===== src/rtl/red_serial_if.sv =====
// Operand/result handshake bundle for the serial byte-reduction engine.
// The master side issues operand pairs and consumes results; the slave is the engine.
interface red_serial_if #(parameter int OUT_W = 16);
   logic             in_valid;
   logic             in_ready;
   logic [15:0]      a;
   logic [15:0]      b;
   logic             abort;
   logic             out_valid;
   logic             out_ready;
   logic [OUT_W-1:0] result;
   logic             zero;

   modport master (
      output in_valid, a, b, abort, out_ready,
      input  in_ready, out_valid, result, zero
   );

   modport slave (
      input  in_valid, a, b, abort, out_ready,
      output in_ready, out_valid, result, zero
   );
endinterface


===== src/rtl/red_serial.sv =====
// Multicycle byte-reduction engine: sums the four bytes of {b,a} one byte per
// cycle through a single 10-bit adder and holds the extended sum until accepted.
module red_serial #(
   parameter int OUT_W  = 16,
   parameter int SIGNED = 1
) (
   input  logic        clk,
   input  logic        rst_n,
   red_serial_if.slave bus
);

   typedef enum logic [1:0] {
      IDLE = 2'd0,
      ACC  = 2'd1,
      DONE = 2'd2
   } state_e;

   state_e           state_q, state_d;
   logic [1:0]       cnt_q, cnt_d;
   logic [9:0]       acc_q, acc_d;
   logic [31:0]      opnd_q, opnd_d;
   logic [OUT_W-1:0] result_q, result_d;
   logic             zero_q, zero_d;

   logic             in_ready_s;
   logic             accept_s;
   logic [7:0]       cur_byte_s;
   logic [9:0]       sum_s;

   function automatic logic [9:0] ext_byte(input logic [7:0] v);
      return (SIGNED != 0) ? {{2{v[7]}}, v} : {2'b00, v};
   endfunction

   function automatic logic [OUT_W-1:0] ext_sum(input logic [9:0] v);
      logic [OUT_W-1:0] r;
      r      = '0;
      r[9:0] = v;
      for (int i = 10; i < OUT_W; i++) begin
         r[i] = (SIGNED != 0) ? v[9] : 1'b0;
      end
      return r;
   endfunction

   // State register.
   always_ff @(posedge clk or negedge rst_n) begin
      if (!rst_n) begin
         state_q <= IDLE;
      end else begin
         state_q <= state_d;
      end
   end

   // Next-state logic; abort overrides every other transition.
   always_comb begin
      state_d = state_q;
      case (state_q)
         IDLE: begin
            if (bus.abort)         state_d = IDLE;
            else if (bus.in_valid) state_d = ACC;
            else                   state_d = IDLE;
         end
         ACC: begin
            if (bus.abort)           state_d = IDLE;
            else if (cnt_q == 2'd3)  state_d = DONE;
            else                     state_d = ACC;
         end
         DONE: begin
            if (bus.abort)          state_d = IDLE;
            else if (bus.out_ready) state_d = bus.in_valid ? ACC : IDLE;
            else                    state_d = DONE;
         end
         default: state_d = IDLE;
      endcase
   end

   // Output decode; in_ready depends only on state and out_ready.
   always_comb begin
      in_ready_s    = (state_q == IDLE) | ((state_q == DONE) & bus.out_ready);
      bus.in_ready  = in_ready_s;
      bus.out_valid = (state_q == DONE);
      bus.result    = result_q;
      bus.zero      = zero_q;
   end

   // Datapath next values: operand capture, serial accumulate, result latch.
   always_comb begin
      accept_s   = bus.in_valid & in_ready_s & ~bus.abort;
      cur_byte_s = opnd_q[{cnt_q, 3'b000} +: 8];
      sum_s      = acc_q + ext_byte(cur_byte_s);
      opnd_d     = opnd_q;
      acc_d      = acc_q;
      cnt_d      = cnt_q;
      result_d   = result_q;
      zero_d     = zero_q;
      if (bus.abort) begin
         cnt_d = 2'd0;
      end else if (accept_s) begin
         opnd_d = {bus.b, bus.a};
         acc_d  = 10'd0;
         cnt_d  = 2'd0;
      end else if (state_q == ACC) begin
         acc_d = sum_s;
         cnt_d = cnt_q + 2'd1;
         if (cnt_q == 2'd3) begin
            result_d = ext_sum(sum_s);
            zero_d   = (sum_s == 10'd0);
         end else begin
            result_d = result_q;
            zero_d   = zero_q;
         end
      end else begin
         acc_d = acc_q;
         cnt_d = cnt_q;
      end
   end

   // Datapath registers.
   always_ff @(posedge clk or negedge rst_n) begin
      if (!rst_n) begin
         cnt_q    <= 2'd0;
         acc_q    <= 10'd0;
         opnd_q   <= 32'd0;
         result_q <= '0;
         zero_q   <= 1'b0;
      end else begin
         cnt_q    <= cnt_d;
         acc_q    <= acc_d;
         opnd_q   <= opnd_d;
         result_q <= result_d;
         zero_q   <= zero_d;
      end
   end

endmodule


===== src/flat_wrapper.sv =====
// flat-port wrapper written by rule: the top's interface ports become plain ports
module red_serial_flat 
#(
   parameter int OUT_W  = 16,
   parameter int SIGNED = 1
)
  (clk, rst_n, bus_in_valid, bus_a, bus_b, bus_abort, bus_out_ready, bus_in_ready, bus_out_valid, bus_result, bus_zero);
  red_serial_if #(.OUT_W(OUT_W)) bus_i ();
  input  logic clk;
  input  logic rst_n;
  input wire logic [$bits(bus_i.in_valid)-1:0] bus_in_valid;
  input wire logic [$bits(bus_i.a)-1:0] bus_a;
  input wire logic [$bits(bus_i.b)-1:0] bus_b;
  input wire logic [$bits(bus_i.abort)-1:0] bus_abort;
  input wire logic [$bits(bus_i.out_ready)-1:0] bus_out_ready;
  output wire logic [$bits(bus_i.in_ready)-1:0] bus_in_ready;
  output wire logic [$bits(bus_i.out_valid)-1:0] bus_out_valid;
  output wire logic [$bits(bus_i.result)-1:0] bus_result;
  output wire logic [$bits(bus_i.zero)-1:0] bus_zero;
  assign bus_i.in_valid = bus_in_valid;
  assign bus_i.a = bus_a;
  assign bus_i.b = bus_b;
  assign bus_i.abort = bus_abort;
  assign bus_i.out_ready = bus_out_ready;
  assign bus_in_ready = bus_i.in_ready;
  assign bus_out_valid = bus_i.out_valid;
  assign bus_result = bus_i.result;
  assign bus_zero = bus_i.zero;
  red_serial #(.OUT_W(OUT_W), .SIGNED(SIGNED)) u_core (.clk(clk), .rst_n(rst_n), .bus(bus_i));
endmodule

===== config.mk =====
export PLATFORM = sky130hd
export DESIGN_NAME = red_serial_flat
export DESIGN_NICKNAME = d
export VERILOG_FILES = /design/src/rtl/red_serial_if.sv /design/src/rtl/red_serial.sv /design/src/flat_wrapper.sv
export SDC_FILE = /design/constraint.sdc
export NUM_CORES = 1
export LEC_CHECK = 0
export ABC_CLOCK_PERIOD_IN_PS = 3800
export BUFFER_PORTS_ARGS = -buffer_cell sky130_fd_sc_hd__buf_4
export CORE_MARGIN = 5
export CORE_UTILIZATION = 35
export CTS_CLUSTER_DIAMETER = 50
export DETAILED_ROUTE_END_ITERATION = 8
export GPL_TIMING_DRIVEN = 0
export SYNTH_ARGS = -nofsm -noshare
export SYNTH_HDL_FRONTEND = slang
export SYNTH_SLANG_ARGS = --single-unit

===== constraint.sdc =====
create_clock -name clk -period 3.8 [get_ports clk]
set_input_delay 0.76 -clock clk [delete_from_list [all_inputs] [get_ports clk]]
set_output_delay 0.76 -clock clk [all_outputs]
set_load 0.01 [all_outputs]

==> out/summary.txt, run 1 <==
pre-CTS setup slack -> 0.666 ns
max_cap viols -> 0
fmax -> 324 MHz
Seq/Total Area, Yosys -> 0.503
boundary pin count -> 56
Fin. Hold Viols -> 0
Fin Clk Skew -> 0.00760 ns
Seq pwr share -> 0.372
initial antenna violation count -> 0
TritonCTS clock tree -> yes
switching power share of the total -> 0.315
DRT Wirelength -> 5.88 mm
CP required -> 4.07 ns
CTS root buf -> clkbuf_8
CTS-repair resized insts -> 0
vias in the first global route -> 2015
Clock Latency Late Sink -> 0.34 ns
HP Class -> in -> async
Pint -> 1.49 mW
first-pass GRT wire length -> 9.63 mm
clock slew at reported path FFs -> 0.06 ns
Setup-failing EPs final -> 0
Initial Utilization -> 0.363
post-synth cell types -> 42
met3 Use GR -> 0.0473
number of flops mapped to enable cells by yosys -> 0
P_leak -> 1.69 nW
Synth Net Count -> 275
post-synth top area share -> 0.503
TritonCTS Buffers -> 9
FFs w/ async S/R, synth -> 1.00
Worst setup SP type -> register
Yosys warning count -> 0
Die Width -> 100 um
Comb pwr share -> 0.340
Slowest cell on crit path -> mux4_1
nets -> 341
Slew HR -> 0.516
Slew @ Worst Pin -> 0.726 ns
core area -> 7810 um2
WHS -> 0.476 ns
Die Y -> 100 um
syn avg cell area -> 12.5 um2
DRC Markers -> 0
Mapped Area -> 2830 um2
P_sw -> 0.685 mW
CP max FO -> 10
status -> completed
Pwr Density -> 607 nW/um2
Most used DFF post-synth -> dfrtp_1
Final Cell Area -> 3590 um2
Synth Register Bits -> 57
Final Slew Violations -> 0
Detailed Place HPWL -> 4.31 mm
routability cong. -> 0.845
synthesis-to-layout area growth -> 26.7%
post-layout min period -> 3.09 ns
GRT Total Usage -> 0.125
r2r worst-path depth -> 10
CTS Sinks -> 57
grt ovf -> 0
total chip power -> 2.18 mW
max incr delay on CP -> 0.59 ns
cts hold-fix bufs -> 0
RSZ-0062 raised after global routing -> false
Clock Tree Buf Depth -> 2
Via Count -> 1946
CP endpoint kind -> register
Clock Power Share -> 0.288
top area cells in the synthesized netlist -> dfrtp_1, mux2_2, mux4_1, ha_1, nand2_1
post-CTS setup buffers -> 0
GRT Max-Usage Layer -> met2
Critical Path, Cell by Cell -> buf_6, mux4_1, ha_1, fa_1, a211oi_1, o21ai_0, a31oi_1, xor2_1, and4_1, a31o_1
Post-DRT Antenna Nets -> 0
Peak supply drop -> 0.000259 V
M1 GR Usage -> 0.162
largest net degree at the start of global routing -> 58
largest area contributor in the netlist -> dfrtp_1
cell count after synthesis -> 227
R2R Path Start -> u_core.cnt_q[0]$_DFFE_PN0P_
Post-DP Area -> 3370 um2
Crit. Startpoint -> u_core.cnt_q[0]$_DFFE_PN0P_
TritonRoute pass-1 iters -> 4
Iter 0 DRT Violations -> 56
fin crit share -> 0.812
CTS H-Tree Depth -> 3
Buffers on Ports -> 55
WL per Instance -> 14.8 um
final worst slack -> 0.715 ns
die area -> 10000 um2
CP arrival -> 3.36 ns
Setup Crit Path Kind -> reg -> reg
DR vias/cell -> 4.89
met2 Use GR -> 0.192
Final TNS setup -> 0 ns
num rows -> 32
ant diodes -> 0
share of cells above drive strength 1 -> 0.399
==> cells in the final DEF (no fill, tap or decap), types with 3 or more instances in the layout <==
master    netlist  routed
mux4_1          7       7
nand2_1        23      23
ha_1           10      10
buf_4           6      61
a21o_1          3       3
xnor2_1         3       3
buf_2           6       6
nor2_1          5       5
a21oi_1         8       8
o22ai_1        10      10
mux2_2         32      32
clkbuf_1        4       4
xor2_1          5       5
dfrtp_1        57      57
o21ai_0        14      14
inv_1           4       4
clkbuf_8        1      12
==> per-stage QoR <==
step                      utilization  std cells
final                           0.460        398
after global routing            0.460        398
after CTS                       0.460        398
after detailed placement        0.432        384
after global placement          0.432        384
after floorplan                     -        227
==> power by group through the flow <==
stage	combinational, mW	clock [mW]	sequential [mW]
2_1_floorplan	0.539	0	0.806
3_3_place_gp	0.729	0	0.817
6_report	0.742	0.627	0.811
5_1_grt	0.829	0.667	0.825
3_5_place_dp	0.744	0	0.822
4_1_cts	0.747	0.644	0.812
==> flip-flops by register name (all words and copies together) (netlist names) <==
register	flops
u_core.bus.result	10
u_core.state_q	2
u_core.bus.zero	1
u_core.acc_q	10
u_core.cnt_q	2
u_core.opnd_q	32
==> Yosys cell counts, drive strengths merged, types with 2 or more instances <==
cell type,count
buf,13
dfrtp,57
xor2,5
mux4,8
nor2b,2
o21ai,14
a21o,3
ha,10
clkbuf,5
o22ai,10
nand2,23
xnor2,4
inv,4
nor2,5
nor3,2
mux2,32
nand3,2
and4,2
a21oi,8
==> final timing paths <==
kind                            slack [ns]                          endpoint
worst min register to register        0.48  u_core.bus.result[2]$_DFFE_PN0P_
worst max register to register        0.71       u_core.bus.zero$_DFFE_PN0P_
worst max-delay path                  0.71       u_core.bus.zero$_DFFE_PN0P_
worst min-delay path                  0.48  u_core.bus.result[9]$_DFFE_PN0P_
min in group clk                      0.48  u_core.bus.result[2]$_DFFE_PN0P_
max in group asynchronous             2.84     u_core.opnd_q[19]$_DFFE_PN0P_
==> per-layer routing <==
metal  vias up  routed length (um)
li1        959                   -
met1       934                2730
met2        47                2710
met3         6                 374
met4         0                  57
met5         -                   0
==> final cells by class <==
cell class,instances,area (um2)
Timing Repair Buffer,55,413
Clock inverter,3,65.1
Buffer,18,115
Inverter,4,15.0
Clock buffer,11,151
Fill cell,736,4220
Sequential cell,57,1430
Multi-Input combinational cell,148,1280
Tap cell,102,128
==> worst max-delay path, delay by kind of cell, from the launching register on <==
kind | cells | cell delay [ns]
AOI/OAI and AO/OA | 4 | 0.78
adders and majority gates | 2 | 0.65
muxes | 1 | 0.59
DFF | 1 | 0.36
xor gates and xnor gates | 1 | 0.25
and+or+nand+nor | 1 | 0.22
buffers and inverters | 1 | 0.17
==> kinds of logic (layout without fill, tap and decap cells) <==
group           after synthesis  count (layout)  synth area share
fa+ha+maj                    11              11            0.0512
compound gates               45              45            0.0967
flops                        57              57             0.503
xor+xnor                      9               9            0.0305
mux                          40              40             0.200
simple gates                 43              43            0.0724
buf+inv                      22              91            0.0459
Power figures use the tool's default switching activity.
==> run 2, diff against run 1 <==
- ABC_AREA: unset -> 1
- ABC_CLOCK_PERIOD_IN_PS: 3800 -> 3170
- clock period: 3.8 -> 3.17 ns (I/O delays scaled with it)
==> out/summary.txt, run 2 <==
uppermost layer routed -> met4
Synth Register Bits -> 57
Clock Tree Buf Depth -> 2
fin crit share -> 0.894
grt ovf -> 0
Final Cell Area -> 3770 um2
status -> completed
post-CTS setup buffers -> 0
cell count after synthesis -> 397
clock slew at reported path FFs -> 0.07 ns
ant diodes -> 0
Pwr Density -> 631 nW/um2
vias in the first global route -> 2734
Synth Net Count -> 445
Critical Path Stages -> 16
capture point of the worst reg-to-reg path -> u_core.bus.zero$_DFFE_PN0P_
total chip power -> 2.38 mW
Yosys warning count -> 0
Detailed Place HPWL -> 5.57 mm
Die Width -> 103 um
main combinational cell family by area after synthesis -> simple AND/OR/NAND/NOR gates
boundary pin count -> 56
Peak supply drop -> 0.000264 V
routed length on met3 -> 487 um
Slew HR -> 0.523
WHS -> 0.350 ns
Final Non-Filler Cells -> 576
FFs w/ async S/R, synth -> 1.00
CTS Sinks -> 57
post-synthesis mux area share -> 0
family with the most delay on the worst path -> buffers and inverters
top area cells in the synthesized netlist -> dfrtp_1, nand2_1, o21ai_0, ha_1, nand3_1
initial antenna violation count -> 0
largest area contributor in the netlist -> dfrtp_1
R2R Setup Slk -> 0.34 ns
filler instances -> 895
R2R Path Start -> u_core.cnt_q[0]$_DFFE_PN0P_
Slowest cell on crit path -> fa_1
Critical Path, Cell by Cell -> buf_2, inv_2, clkbuf_1, nor2_1, o22ai_1, ha_1, fa_1, inv_1, nand2_1, nor2_1, nand3_1, nor2_2, nand2_1, nor2_2, nand2_1, nand2_1
Fin. Hold Viols -> 0
largest net degree at the start of global routing -> 58
syn avg cell area -> 7.65 um2
num rows -> 34
core area -> 8590 um2
XOR/XNOR Fraction of Synth Area -> 0
most common cell in the netlist -> nand2_1
Slew @ Worst Pin -> 0.715 ns
max_cap viols -> 0
P_leak -> 2.08 nW
Clock Latency Late Sink -> 0.34 ns
sequential cell area -> 1430 um2
Post-Place Cells -> 560
number of flops mapped to enable cells by yosys -> 0
Die Y -> 103 um
GRT Total Usage -> 0.154
max incr delay on CP -> 0.43 ns
Worst setup SP type -> register
r2r worst-path depth -> 16
post-synth top area share -> 0.470
CP most frequent cell -> nand2_1
TritonCTS Buffers -> 9
Commonest cells post-synth -> nand2_1, dfrtp_1, o21ai_0
most frequent cells in the layout -> nand2_1, buf_4, dfrtp_1
die area -> 10600 um2
Largest register FFs -> 32
CP endpoint kind -> register
WL per Instance -> 12.9 um
post-synth cell types -> 27
post-synthesis simple-gate area fraction -> 0.326
Critical path buffers and inverters -> 4
CP required -> 3.45 ns
synthesis-to-layout area growth -> 24.2%
most common cell after layout, fill and taps aside -> nand2_1
TritonRoute pass-1 iters -> 4
Final Slew Violations -> 0
Setup-failing EPs final -> 0
CTS-repair resized insts -> 0
cts hold-fix bufs -> 0
Fin Clk Skew -> 0.00991 ns
nets -> 511
first-pass GRT wire length -> 12.6 mm
Final TNS setup -> 0 ns
TritonCTS clock tree -> yes
share of cells above drive strength 1 -> 0.209
Biggest register -> u_core.opnd_q
Compound-Gate Fraction of Synth Area -> 0.0898
Post-DRT Antenna Nets -> 0
routability cong. -> 0.825
multi-input logic area -> 1410 um2
Most used DFF post-synth -> dfrtp_1
Via Count -> 2739
Buffers on Ports -> 55
Seq/Total Area, Yosys -> 0.470
Initial Utilization -> 0.353
adder-cell share of the synthesized area -> 0.0478
routed metal-1 wirelength -> 3.41 mm
post-layout min period -> 2.83 ns
Mapped Area -> 3040 um2
Post-DP Area -> 3580 um2
fmax -> 353 MHz
CTS H-Tree Depth -> 3
DRT Wirelength -> 7.46 mm
DR vias/cell -> 4.76
HP Class -> in -> async
Setup Crit Path Kind -> reg -> reg
RSZ-0062 raised after global routing -> false
Iter 0 DRT Violations -> 92
CTS root buf -> clkbuf_8
met2 WL -> 3.47 mm
CP arrival -> 3.11 ns
DRC Markers -> 0
CP max FO -> 10
run 2: how the worst max path moves through the flow:
stage / startpoint / to
4_1_cts: u_core.cnt_q[0]$_DFFE_PN0P_ / u_core.bus.zero$_DFFE_PN0P_
3_3_place_gp: u_core.cnt_q[0]$_DFFE_PN0P_ / u_core.bus.zero$_DFFE_PN0P_
6_report: u_core.cnt_q[0]$_DFFE_PN0P_ / u_core.bus.zero$_DFFE_PN0P_
3_5_place_dp: u_core.cnt_q[0]$_DFFE_PN0P_ / u_core.bus.zero$_DFFE_PN0P_
2_1_floorplan: u_core.cnt_q[0]$_DFFE_PN0P_ / u_core.bus.zero$_DFFE_PN0P_
5_1_grt: u_core.cnt_q[0]$_DFFE_PN0P_ / u_core.bus.zero$_DFFE_PN0P_
run 2: layout make-up:
cell class                 instances  area share
buffer                            18      0.0269
clock buffer                      11      0.0348
clock inverter                     5      0.0149
inverter                          27      0.0269
multi-input combinational        295       0.373
sequential                        57       0.378
tap                              108      0.0358
timing repair buffer              55       0.109
run 2: power by group:
part	leakage (nW)	total, mW	internal (mW)	switching, mW
combinational	1.25	0.791	0.304	0.487
clock	0.0933	0.656	0.362	0.294
sequential	0.737	0.931	0.852	0.0790
total	2.08	2.38	1.52	0.860
run 2: layer usage:
| metal | vias up | GRT usage |
|---|---|---|
| met5 | - | 0 |
| met4 | 0 | 0.0408 |
| met3 | 10 | 0.0528 |
| met2 | 69 | 0.247 |
| met1 | 1258 | 0.199 |
| li1 | 1402 | - |
run 2: worst register-to-register path: stages, from the launching register on:
cell and delay [ns]:
dfrtp_1 0.38, buf_2 0.17, inv_2 0.15, clkbuf_1 0.41, nor2_1 0.08, o22ai_1 0.21
ha_1 0.25, fa_1 0.43, inv_1 0.11, nand2_1 0.06, nor2_1 0.10, nand3_1 0.10
nor2_2 0.11, nand2_1 0.06, nor2_2 0.07, nand2_1 0.05, nand2_1 0.05
run 2: per-stage QoR:
step / setup WS [ns] / utilization
after floorplan: 0.803 / -
after global placement: 0.375 / 0.417
after detailed placement: 0.325 / 0.417
after CTS: 0.315 / 0.439
after global routing: 0.0499 / 0.439
final: 0.337 / 0.439
run 2: cells by family after synthesis:
kind of cell | count (synthesis)
and+or+nand+nor | 235
DFF | 57
AOI/OAI and AO/OA | 49
buffers and inverters | 45
adders and majority gates | 11
